`config.mk`:
```
export PLATFORM = sky130hd
export DESIGN_NAME = alu_sequencer
export DESIGN_NICKNAME = d
export VERILOG_FILES = /design/src/rtl/alu_sequencer.sv
export SDC_FILE = /design/constraint.sdc
export NUM_CORES = 1
export LEC_CHECK = 0
export ABC_CLOCK_PERIOD_IN_PS = 6360
export CAP_MARGIN = 10
export CELL_PAD_IN_SITES_DETAIL_PLACEMENT = 0
export CELL_PAD_IN_SITES_GLOBAL_PLACEMENT = 1
export CORE_MARGIN = 2
export CORE_UTILIZATION = 34
export DETAILED_ROUTE_END_ITERATION = 12
export PLACE_DENSITY_LB_ADDON = 0.1
export SLEW_MARGIN = 30
export SYNTH_ARGS = -nofsm -noshare
export SYNTH_HDL_FRONTEND = slang
export SYNTH_SLANG_ARGS = --single-unit
```
`constraint.sdc`:
```
create_clock -name clk -period 6.36 [get_ports clk]
set_clock_uncertainty 0.05 [all_clocks]
set_input_delay 1.272 -clock clk [delete_from_list [all_inputs] [get_ports clk]]
set_output_delay 1.272 -clock clk [all_outputs]
set_load 0.1 [all_outputs]
```
`src/rtl/alu_sequencer.sv`:
```
`default_nettype none
// ============================================================================
//  Module      : alu_sequencer
//  Description : Multi-cycle controller in front of a combinational ALU.
//                Latches operands, drives a one-hot ALU control vector for a
//                per-operation settle window, captures HI/LO results and
//                pulses done (with error for traps).
//  Revision    : 1.0 - initial release
// ============================================================================
module alu_sequencer #(
  parameter int BITS       = 32,
  parameter int SIG_COUNT  = 12,
  parameter int MUL_CYCLES = 4,
  parameter int DIV_CYCLES = 8
) (
  input  logic                 clk,
  input  logic                 clr,
  input  logic                 start,
  input  logic [3:0]           op,
  input  logic [BITS-1:0]      a_in,
  input  logic [BITS-1:0]      b_in,
  output logic [BITS-1:0]      alu_x,
  output logic [BITS-1:0]      alu_y,
  output logic [SIG_COUNT-1:0] alu_ctrl,
  input  logic [BITS-1:0]      alu_hi,
  input  logic [BITS-1:0]      alu_lo,
  output logic [BITS-1:0]      z_hi,
  output logic [BITS-1:0]      z_lo,
  output logic                 busy,
  output logic                 done,
  output logic                 error
);

  localparam int c_max_cycles = (MUL_CYCLES > DIV_CYCLES) ? MUL_CYCLES : DIV_CYCLES;
  localparam int c_cnt_w      = $clog2(c_max_cycles + 1);

  localparam logic [1:0] c_idle = 2'd0;
  localparam logic [1:0] c_exec = 2'd1;
  localparam logic [1:0] c_done = 2'd2;

  localparam logic [3:0] c_op_mul  = 4'd2;
  localparam logic [3:0] c_op_div  = 4'd3;
  localparam logic [3:0] c_num_ops = 4'd12;

  logic [1:0]         r_state;
  logic [1:0]         w_next_state;
  logic [c_cnt_w-1:0] r_cnt;
  logic [c_cnt_w-1:0] w_load_cnt;
  logic               r_wide;
  logic               r_err;
  logic               w_trap;
  logic               w_accept;
  logic               w_last;

  // Illegal opcode or division by zero never reaches the ALU.
  assign w_trap   = (op >= c_num_ops) || ((op == c_op_div) && (b_in == '0));
  assign w_accept = (r_state == c_idle) && start && !w_trap;
  // Treat a zero count as final too, so EXEC can never stall.
  assign w_last   = (r_cnt <= c_cnt_w'(1));

  // Settle window length for the requested operation.
  always_comb begin
    w_load_cnt = c_cnt_w'(1);
    if (op == c_op_mul) begin
      w_load_cnt = c_cnt_w'(MUL_CYCLES);
    end else if (op == c_op_div) begin
      w_load_cnt = c_cnt_w'(DIV_CYCLES);
    end
  end

  // State register.
  always_ff @(posedge clk or negedge clr) begin
    if (!clr) begin
      r_state <= c_idle;
    end else begin
      r_state <= w_next_state;
    end
  end

  // Next-state logic; start is only looked at in IDLE.
  always_comb begin
    w_next_state = r_state;
    case (r_state)
      c_idle: begin
        if (start) begin
          w_next_state = w_trap ? c_done : c_exec;
        end
      end
      c_exec: begin
        if (w_last) begin
          w_next_state = c_done;
        end
      end
      c_done:  w_next_state = c_idle;
      default: w_next_state = c_idle;
    endcase
  end

  // Status outputs decoded from state; error only qualifies the done cycle.
  always_comb begin
    busy  = (r_state != c_idle);
    done  = (r_state == c_done);
    error = (r_state == c_done) && r_err;
  end

  // Operand latch, control vector, settle counter and result capture.
  always_ff @(posedge clk or negedge clr) begin
    if (!clr) begin
      alu_x    <= '0;
      alu_y    <= '0;
      alu_ctrl <= '0;
      z_hi     <= '0;
      z_lo     <= '0;
      r_cnt    <= '0;
      r_wide   <= 1'b0;
      r_err    <= 1'b0;
    end else begin
      r_err <= (r_state == c_idle) && start && w_trap;
      if (w_accept) begin
        alu_x    <= a_in;
        alu_y    <= b_in;
        alu_ctrl <= SIG_COUNT'(1) << op;
        r_cnt    <= w_load_cnt;
        r_wide   <= (op == c_op_mul) || (op == c_op_div);
      end else if (r_state == c_exec) begin
        r_cnt <= r_cnt - c_cnt_w'(1);
        if (w_last) begin
          z_lo     <= alu_lo;
          // HI is only driven by the ALU for multiply and divide.
          z_hi     <= r_wide ? alu_hi : '0;
          alu_ctrl <= '0;
        end
      end
    end
  end

endmodule
`default_nettype wire

```
==> results of run 1 <==
per-stage QoR:
| stage | cell area [sq um] | hold slack [ns] |
|---|---|---|
| after detailed placement | 9071 | 0.4053 |
| after CTS | 9649 | 0.4176 |
| after global placement | 9070 | 0.3980 |
| final | 9672 | 0.4134 |
| after floorplan | 6087 | 0.4539 |
| after global routing | 9672 | 0.4354 |
how the worst max path moves through the flow:
| stage | startpoint | to | depth (start not counted) |
|---|---|---|---|
| 2_1_floorplan | r_state[0]$_DFFE_PN0P_ | error | 2 |
| 3_3_place_gp | start | alu_y[3]$_DFFE_PN0P_ | 7 |
| 3_5_place_dp | start | alu_y[5]$_DFFE_PN0P_ | 7 |
| 4_1_cts | start | alu_y[5]$_DFFE_PN0P_ | 7 |
| 5_1_grt | b_in[0] | alu_x[12]$_DFFE_PN0P_ | 8 |
| 6_report | b_in[3] | alu_x[12]$_DFFE_PN0P_ | 8 |
critical path, cell delays in order:
cell,delay [ns]
sky130_fd_sc_hd__clkdlybuf4s50_1,0.44
sky130_fd_sc_hd__nor4_1,0.36
sky130_fd_sc_hd__nand4_1,0.25
sky130_fd_sc_hd__nor4_4,0.57
sky130_fd_sc_hd__nor2_4,0.22
sky130_fd_sc_hd__buf_16,0.22
sky130_fd_sc_hd__buf_12,0.21
sky130_fd_sc_hd__mux2_4,0.33
metal layers:
layer	share of wire, %	GRT usage [%]	vias up
met4	1.9	7.086	0
met1	40	21.59	2317
met2	50	31.29	151
met3	7.8	5.813	24
met5	0	0	-
li1	-	-	2316
cell families (layout without fill, tap and decap cells):
| family | after synthesis | after routing | share of synthesized area (%) |
|---|---|---|---|
| multiplexers | 70 | 70 | 15.23 |
| flip-flops | 148 | 148 | 60.84 |
| AO/OA/AOI/OAI | 18 | 18 | 2.158 |
| adder cells (fa/ha/maj) | 2 | 2 | 0.4110 |
| buffers and inverters | 31 | 318 | 2.528 |
| XOR/XNOR | 2 | 2 | 0.2878 |
| AND/OR/NAND/NOR | 260 | 260 | 18.54 |
layout make-up:
type | count | area, sq um | area share, %
multi-input combinational | 352 | 2246 | 23.22
timing repair buffer | 283 | 2846 | 29.43
tap | 225 | 281.5 | 2.911
clock buffer | 22 | 474.2 | 4.903
inverter | 4 | 15.01 | 0.1552
sequential | 148 | 3705 | 38.31
clock inverter | 9 | 103.9 | 1.074
cells in the final DEF, fill, tap and decap left out, drive strengths merged:
cell,Yosys,final
o311a,1,1
o22a,1,1
and2,3,3
nor2b,7,7
nor2,11,11
nor4,10,10
nand2b,2,2
a32o,4,4
o21ai,4,4
nor3b,1,1
nand2,180,180
nor3,3,3
or4,1,1
o22ai,3,3
o31a,1,1
o211ai,2,2
mux2,64,64
ha,2,2
or3b,1,1
nand4,1,1
clkbuf,18,22
clkdlybuf4s50,0,275
a21oi,2,2
dfrtp,148,148
clkinvlp,0,2
clkinv,0,5
or2,1,1
mux2i,6,6
inv,4,4
bufinv,0,2
buf,9,8
nand3,39,39
xnor2,2,2
flip-flops by register name, summed over array words and instances, names as in the netlist:
| name | count |
|---|---|
| z_lo | 32 |
| r_wide | 1 |
| alu_x | 32 |
| alu_y | 32 |
| r_err | 1 |
| r_cnt | 4 |
| alu_ctrl | 12 |
| r_state | 2 |
| z_hi | 32 |
==> implementation parameters, run 1 <==
Parameter                              Value

Status
  Run status ... finished clean

Clocking
  Number of buffers added to fix hold violations after cts ... 0
  TritonCTS clock tree ... done
  CTS root buffer ... sky130_fd_sc_hd__clkbuf_16
  Clock transition at the registers of the reported paths ... 0.06 ns
  Buffers inserted by post-CTS timing repair ... 0
  Skew-Pair Late Insertion Delay ... 0.41 ns
  H-Tree Depth ... 4
  TritonCTS Sinks ... 148
  CTS buffer count ... 17
  Worst-case clock buffer depth ... 2
  Gates resized, CTS repair ... 0

Worst hold path
  Path type of the worst min-delay path ... flop to flop
  Min-Delay Startpoint ... z_hi[19]$_DFFE_PN0P_
  Instance count along the most critical hold path ... 2
  Hold EP ... z_hi[19]$_DFFE_PN0P_

Detailed routing
  Drt via density ... 4.610
  Routed Wire Length ... 17230 um
  Number of design-rule violations left by the first detailed-router iteration ... 232
  DRC Markers ... 0
  Antenna Nets Post-Route ... 0
  Total via count after detailed routing ... 4808
  Router iterations before antenna repair ... 6
  Per-cell routed wire length ... 16.52 um

Synthesis
  Library cell with the largest summed area after synthesis ... sky130_fd_sc_hd__dfrtp_1
  Yosys warnings ... 0
  Share of the synthesized area in the top cell type ... 60.84%
  Syn Inst Count ... 531
  Count of unique library cells instantiated by Yosys ... 36
  Synthesized netlist net count ... 668
  Number of enable flip-flop cells after synthesis ... 0
  Mean cell area of the mapped netlist ... 11.46 sq um
  Most area-consuming cells after synthesis ... sky130_fd_sc_hd__dfrtp_1 (61%), sky130_fd_sc_hd__nand2_1 (11%), sky130_fd_sc_hd__mux2_4 (9.6%)
  Top cell types by occurrence after synthesis ... sky130_fd_sc_hd__nand2_1 (180), sky130_fd_sc_hd__dfrtp_1 (148), sky130_fd_sc_hd__mux2_4 (39), sky130_fd_sc_hd__nand3_1 (39), sky130_fd_sc_hd__mux2_2 (25)
  Register bit total from synthesis ... 148
  Synth async-reset ratio ... 100.0%
  Netlist area before placement ... 6087 sq um
  Ys flop type ... sky130_fd_sc_hd__dfrtp_1
  Most repeated cell in the gate-level netlist after synthesis ... sky130_fd_sc_hd__nand2_1
  Share of the yosys chip area belonging to registers ... 60.84%

Floorplanning
  FP Rows ... 48
  Height of the die ... 137.8 um
  Core area ... 17420 sq um
  Horiz. Die Dim ... 137.8 um
  Effective utilization at floorplan ... 34.95%
  Total die area ... 18990 sq um
  I/O pin count ... 278

Cells and area
  Util after Layout ... 55.53%
  Share of post-route cells with drive strength above 1 ... 13.33%
  Number of nets in the finished design ... 943
  Antenna fix cells ... 0
  Fill cell count ... 1519
  Growth of design area from synthesis to finish ... 58.89%
  Non-Filler Instances ... 1043

Critical path
  Kind of critical path ... input port to flop
  Reg-to-reg endpoint ... alu_y[24]$_DFFE_PN0P_
  Largest fanout on the critical path ... 45
  Nature of the critical path endpoint ... flop
  CP Data Arrival Time ... 3.93 ns
  Worst Setup Start Kind ... input port
  Launching point of the worst reg2reg path ... r_state[0]$_DFFE_PN0P_
  Length in cells of the worst reg-to-reg path ... 7
  Data required time of the worst path ... 6.60 ns
  Reg-to-reg slack, setup ... 3.63 ns

Timing
  Transition time at the pin with the least slew margin ... 1.032 ns
  Minimum setup slack in the final design ... 2.676 ns
  Pins over their slew limit ... 0
  Final number of hold-violating endpoints ... 0
  Post-layout min period ... 3.684 ns
  Number of endpoints failing setup at the final stage ... 0
  Peak Freq ... 271.4 MHz
  Setup TNS ... 0 ns
  Final period utilization ... 57.93%
  Relative slew margins ... 30.97%
  Setup repair after global routing missed its margin ... no

GRT
  Maximum number of pins on one net before global-route repair ... 91
  Remaining global-route overflow ... 0
  Number of global-route vias before repair ... 5142
  Global-route wire length before repair ... 26650 um
  Combined global-route utilization of all metal layers ... 18.35%
  Initial antenna violation count ... 0

Placement
  Detailed-placement wirelength estimate ... 12310 um
  Routability cong. ... 0.7769
  Post-placement worst setup slack ... 2.172 ns
  Number of buffer cells added on primary ports ... 277
  Post-Place Cells ... 1011

Flow run
  Total of max-cap violations ... 0
Power of run 1 is not shown: default switching activity piles up to over one toggle a cycle in this logic, so the estimate is an artifact.
==> run 2, diff against run 1 <==
Settings changed: ABC_CLOCK_PERIOD_IN_PS 6360 to 3400, CORE_UTILIZATION 34 to 31.
Clock period 6.36 ns to 3.4 ns, I/O delays scaled along.
==> run 2 against run 1 <==
  * Final cell count increased by 4.2%
  * First-iteration DRC count is 39% lower
  * Cell area down 2.4%
  * Global-route usage down 1.7 points
  * Sequential share of layout area grew 0.95 points
  * Flip-flop and latch count is the same
  * Critical path type unchanged
  * Die area up 9.4%
  * Critical path depth decreased by 1
  * Count of clock-buffer cells in the layout down 4
  * Via count up 1.3%
  * Register-to-register slack got worse by 2.6 ns
==> implementation parameters, run 2 (synthesized netlist as in run 1, its figures left out) <==
Parameter                              Value

Status
  Run status ... finished clean

Detailed routing
  Router iterations before antenna repair ... 6 (unchanged)
  Per-cell routed wire length ... 15.80 um (-4.4%)
  Number of design-rule violations left by the first detailed-router iteration ... 142 (-39%)
  Drt via density ... 4.481 (-2.8%)
  Antenna Nets Post-Route ... 0 (unchanged)
  Routed Wire Length ... 17170 um (-0.34%)
  DRC Markers ... 0 (unchanged)
  Total via count after detailed routing ... 4871 (+1.3%)

GRT
  Maximum number of pins on one net before global-route repair ... 66 (-27%)
  M2 GR Usage ... 28.57% (-2.7 points)
  Number of global-route vias before repair ... 5015 (-2.5%)
  Peak-usage layer in the global routing report ... met2
  Combined global-route utilization of all metal layers ... 16.64% (-1.7 points)
  Remaining global-route overflow ... 0 (unchanged)
  Met3 usage in global routing ... 4.801% (-1.0 points)
  Initial antenna violation count ... 0 (unchanged)
  Grt met1 use ... 20.04% (-1.5 points)
  Global-route wire length before repair ... 26660 um (about the same)

Clocking
  CTS buffer count ... 17 (unchanged)
  TritonCTS Sinks ... 148 (unchanged)
  Worst-case clock buffer depth ... 2 (unchanged)
  H-Tree Depth ... 4 (unchanged)
  Skew-Pair Late Insertion Delay ... 0.41 ns (about the same)
  CTS root buffer ... sky130_fd_sc_hd__clkbuf_16
  Gates resized, CTS repair ... 0 (unchanged)
  TritonCTS clock tree ... done
  Number of buffers added to fix hold violations after cts ... 0 (unchanged)
  Buffers inserted by post-CTS timing repair ... 0 (unchanged)
  Clock transition at the registers of the reported paths ... 0.06 ns (about the same)

Timing
  Peak Freq ... 377.9 MHz
  Setup TNS ... 0 ns (unchanged)
  Relative slew margins ... 50.32% (+19 points)
  Post-layout min period ... 2.646 ns
  Pins over their slew limit ... 0 (unchanged)
  Final period utilization ... 77.82%
  Transition time at the pin with the least slew margin ... 0.7426 ns (-0.2896 ns)
  Setup repair after global routing missed its margin ... no
  Number of endpoints failing setup at the final stage ... 0 (unchanged)
  Final number of hold-violating endpoints ... 0 (unchanged)

Critical path
  Slowest cell delay on critical path ... 0.46 ns (-0.11 ns)
  Worst Setup Start Kind ... input port
  Data required time of the worst path ... 3.65 ns (-2.95 ns)
  Bufs and invs on worst path ... 2 (-1)
  Nature of the critical path endpoint ... flop
  Largest fanout on the critical path ... 34 (-24%)
  Cell-by-cell listing of the critical path ... clkdlybuf4s50_1, nor4_1, nand4_1, nor4_4, nor2_4, buf_4, mux2_2
  Cell count along the critical path ... 7 (-1)
  Gate family responsible for the most delay along the worst path ... simple AND/OR/NAND/NOR gates
  CP Data Arrival Time ... 2.89 ns (-1.04 ns)
  Kind of critical path ... input port to flop
  Reg-to-reg slack, setup ... 1.04 ns (-2.59 ns)
  Length in cells of the worst reg-to-reg path ... 7 (unchanged)
  Slowest-stage cell, CP ... sky130_fd_sc_hd__nor4_4

Floorplanning
  Horiz. Die Dim ... 144.1 um (+4.6%)
  Core area ... 19330 sq um (+11%)
  Effective utilization at floorplan ... 31.48% (-3.5 points)
  I/O pin count ... 278 (unchanged)
  Height of the die ... 144.1 um (+4.6%)
  FP Rows ... 51 (+6.3%)
  Total die area ... 20770 sq um (+9.4%)

Cells and area
  Most used cells in the layout excluding fill and tap cells ... sky130_fd_sc_hd__nand2_1 (179), sky130_fd_sc_hd__buf_4 (149), sky130_fd_sc_hd__dfrtp_1 (147), sky130_fd_sc_hd__clkdlybuf4s50_1 (133)
  Share of post-route cells with drive strength above 1 ... 31.39% (+18 points)
  Number of nets in the finished design ... 946 (+0.32%)
  Growth of design area from synthesis to finish ... 55.05%
  Commonest non-fill, non-tap cell in the layout ... sky130_fd_sc_hd__nand2_1
  Antenna fix cells ... 0 (unchanged)

Worst hold path
  Path type of the worst min-delay path ... input port to async pin

Placement
  Routability cong. ... 0.7661 (-1.4%)
  Detailed-placement wirelength estimate ... 12340 um (+0.21%)
  Number of buffer cells added on primary ports ... 277 (unchanged)

Flow run
  Total of max-cap violations ... 0 (unchanged)
[run 2: cell type report]
class                      instances  area, sq um
multi-input combinational        352         2248
clock inverter                    14        177.7
fill                            1842         9897
inverter                           4        15.01
tap                              265        331.6
clock buffer                      18        439.2
sequential                       148         3705
timing repair buffer             286         2521
[run 2: metrics by stage]
stage	instance area, sq um	util [%]	hold slack [ns]	cells	setup slack (ns)
after floorplan	6090	-	0.3344	531	0.5499
after CTS	9438	48.81	0.2103	1087	0.7421
final	9438	48.81	0.1937	1087	0.7540
after detailed placement	8821	45.62	0.4069	1055	0.3033
after global placement	8820	45.62	0.4023	1055	0.3475
after global routing	9438	48.81	0.2284	1087	0.5976
[run 2: path summary, 6_finish.rpt]
| path | from | end |
|---|---|---|
| setup / recovery | b_in[0] | alu_y[16]$_DFFE_PN0P_ |
| hold / removal | clr | alu_x[7]$_DFFE_PN0P_ |
| setup reg to reg | r_cnt[0]$_DFFE_PN0P_ | alu_ctrl[8]$_DFFE_PN0P_ |
| hold reg to reg | z_hi[26]$_DFFE_PN0P_ | z_hi[26]$_DFFE_PN0P_ |
| max in group asynchronous | clr | alu_ctrl[2]$_DFFE_PN0P_ |
| min in group clk | z_hi[26]$_DFFE_PN0P_ | z_hi[26]$_DFFE_PN0P_ |
[run 2: worst register-to-register path, delay by kind of cell (launching register included)]
family | cells | cell delay, ns
and+or+nand+nor | 3 | 0.85
AOI/OAI and AO/OA | 2 | 0.65
DFF | 1 | 0.39
adders and majority gates | 1 | 0.21
buffers and inverters | 1 | 0.11
[run 2: routing by layer]
metal  routed length (um)  vias up
met4                  250        0
met1                 6986     2375
met2                 8712      149
li1                     -     2326
met5                    0        -
met3                 1224       21
Power of run 2 is left out for the same reason.
==> run 3, diff against run 2 <==
Settings changed: ABC_CLOCK_PERIOD_IN_PS 3400 to 2600.
Clock period 3.4 ns to 2.6 ns, I/O delays scaled along.
==> run 3 against run 2 <==
  * Worst hold slack better by 0.23 ns
  * Cell area up 2.7%
  * First-iteration DRC count up 42%
  * Largest cell class unchanged
  * Critical endpoint is now alu_x[19]$_DFFE_PN0P_
  * Highest routed layer unchanged
==> implementation parameters, run 3 (synthesized netlist as in run 1, its figures left out) <==
Parameter                              Value

GRT
  Combined global-route utilization of all metal layers ... 16.76% (+0.12 points)
  Number of global-route vias before repair ... 5026 (+0.22%)
  Maximum number of pins on one net before global-route repair ... 65 (-1.5%)
  Global-route wire length before repair ... 26900 um (+0.91%)
  Initial antenna violation count ... 0 (unchanged)
  Remaining global-route overflow ... 0 (unchanged)

Critical path
  Slowest-stage cell, CP ... sky130_fd_sc_hd__clkdlybuf4s50_1
  Kind of critical path ... input port to flop
  Largest fanout on the critical path ... 22 (-35%)
  Nature of the critical path endpoint ... flop
  Slowest cell delay on critical path ... 0.43 ns (-0.03 ns)
  Reg-to-reg slack, setup ... 0.49 ns (-0.55 ns)
  CP Data Arrival Time ... 2.60 ns (-0.29 ns)
  Length in cells of the worst reg-to-reg path ... 6 (-1)
  Gate family responsible for the most delay along the worst path ... simple AND/OR/NAND/NOR gates
  Reg-to-reg endpoint ... alu_y[4]$_DFFE_PN0P_
  Data required time of the worst path ... 2.84 ns (-0.81 ns)
  Worst Setup Start Kind ... input port
  Bufs and invs on worst path ... 2 (unchanged)
  Launching point of the worst reg2reg path ... r_state[0]$_DFFE_PN0P_
  Cell-by-cell listing of the critical path ... clkdlybuf4s50_1, nor4_1, nand4_1, nor4_4, nor2_4, buf_12, mux2_4

Cells and area
  Antenna fix cells ... 0 (unchanged)
  Share of post-route cells with drive strength above 1 ... 32.94% (+1.6 points)
  Commonest non-fill, non-tap cell in the layout ... sky130_fd_sc_hd__nand2_1
  Fill cell count ... 1771 (-3.9%)
  Number of nets in the finished design ... 972 (+2.7%)
  Growth of design area from synthesis to finish ... 59.28%
  Most used cells in the layout excluding fill and tap cells ... sky130_fd_sc_hd__nand2_1 (179), sky130_fd_sc_hd__buf_4 (170), sky130_fd_sc_hd__dfrtp_1 (148), sky130_fd_sc_hd__clkdlybuf4s50_1 (133)

Timing
  Final number of hold-violating endpoints ... 0 (unchanged)
  Relative slew margins ... 67.76% (+17 points)
  Peak Freq ... 424.3 MHz
  Number of endpoints failing setup at the final stage ... 0 (unchanged)
  Post-layout min period ... 2.357 ns
  Final period utilization ... 90.64%
  Setup repair after global routing missed its margin ... no
  WHS ... 0.4199 ns (+0.2262 ns)
  Transition time at the pin with the least slew margin ... 0.4836 ns (-0.2590 ns)
  Pins over their slew limit ... 0 (unchanged)

Floorplanning
  I/O pin count ... 278 (unchanged)
  Horiz. Die Dim ... 144.1 um (unchanged)
  FP Rows ... 51 (unchanged)
  Total die area ... 20770 sq um (unchanged)
  Height of the die ... 144.1 um (unchanged)
  Core area ... 19330 sq um (unchanged)
  Effective utilization at floorplan ... 31.48% (unchanged)

Detailed routing
  Router iterations before antenna repair ... 4 (-2)
  Drt via density ... 4.468 (-0.30%)
  Total via count after detailed routing ... 4968 (+2.0%)
  Per-cell routed wire length ... 15.67 um (-0.84%)
  DRC Markers ... 0 (unchanged)
  Antenna Nets Post-Route ... 0 (unchanged)
  Number of design-rule violations left by the first detailed-router iteration ... 202 (+42%)
  Routed Wire Length ... 17420 um (+1.4%)

Placement
  Routability cong. ... 0.7766 (+1.4%)
  Number of buffer cells added on primary ports ... 277 (unchanged)
  Detailed-placement wirelength estimate ... 12820 um (+3.9%)

Clocking
  Buffers inserted by post-CTS timing repair ... 0 (unchanged)
  CTS root buffer ... sky130_fd_sc_hd__clkbuf_16
  TritonCTS Sinks ... 148 (unchanged)
  Gates resized, CTS repair ... 0 (unchanged)
  CTS buffer count ... 17 (unchanged)
  Clock transition at the registers of the reported paths ... 0.06 ns (about the same)
  Number of buffers added to fix hold violations after cts ... 1 (+1)
  Skew-Pair Late Insertion Delay ... 0.41 ns (about the same)
  Worst-case clock buffer depth ... 2 (unchanged)
  TritonCTS clock tree ... done
  H-Tree Depth ... 4 (unchanged)

Worst hold path
  Min-Delay Startpoint ... z_hi[20]$_DFFE_PN0P_
  Hold EP ... z_hi[20]$_DFFE_PN0P_
  Path type of the worst min-delay path ... flop to flop
  Instance count along the most critical hold path ... 2

Flow run
  Total of max-cap violations ... 0 (unchanged)

Status
  Run status ... finished clean
==> run 3: through the flow <==
step	utilization (%)	worst slack (ns)	instance area, sq um	cells	TNS (ns)
floorplan	-	0.1587	6091	531	0
global placement	46.85	-0.1669	9059	1080	-11.24
detailed placement	46.85	-0.1810	9059	1080	-11.88
CTS	50.15	0.2541	9696	1112	0
global route	50.15	0.1291	9696	1112	0
finish	50.15	0.2434	9696	1112	0
==> run 3: worst max-delay path by stage <==
stage                                start                       to  slack (ns)  depth (start not counted)
floorplan           r_state[0]$_DFFE_PN0P_                    error        0.16                          2
global placement                   b_in[1]    alu_x[24]$_DFFE_PN0P_       -0.17                          7
detailed placement                b_in[24]    alu_x[20]$_DFFE_PN0P_       -0.18                          7
CTS                               b_in[24]    alu_x[22]$_DFFE_PN0P_        0.25                          7
global route                      b_in[24]  alu_ctrl[2]$_DFFE_PN0P_        0.13                          8
finish                             b_in[0]    alu_x[19]$_DFFE_PN0P_        0.24                          7
==> run 3: area by class of cell <==
class	count	area (sq um)	area share, %
clock inverters	8	148.9	1.536
repair buffers	312	2769	28.56
flip-flops and latches	148	3704	38.20
multi-input cells	352	2250	23.20
clock buffers	23	478.0	4.930
well taps	265	331.6	3.420
inverters	4	15.01	0.1549
==> run 3: layer usage <==
metal | track usage [%] | part of all wire (%) | vias up
li1 | - | - | 2378
met1 | 20.06 | 41 | 2394
met2 | 28.42 | 50 | 180
met3 | 5.331 | 7.4 | 16
met4 | 5.934 | 1.5 | 0
met5 | 0 | 0 | -
==> run 3: worst min-delay path: cells and delay by family, from the launching register on <==
family        cells  cell delay [ns]
simple gates      2             0.10
flops             1             0.34
Power of run 3 is left out for the same reason.
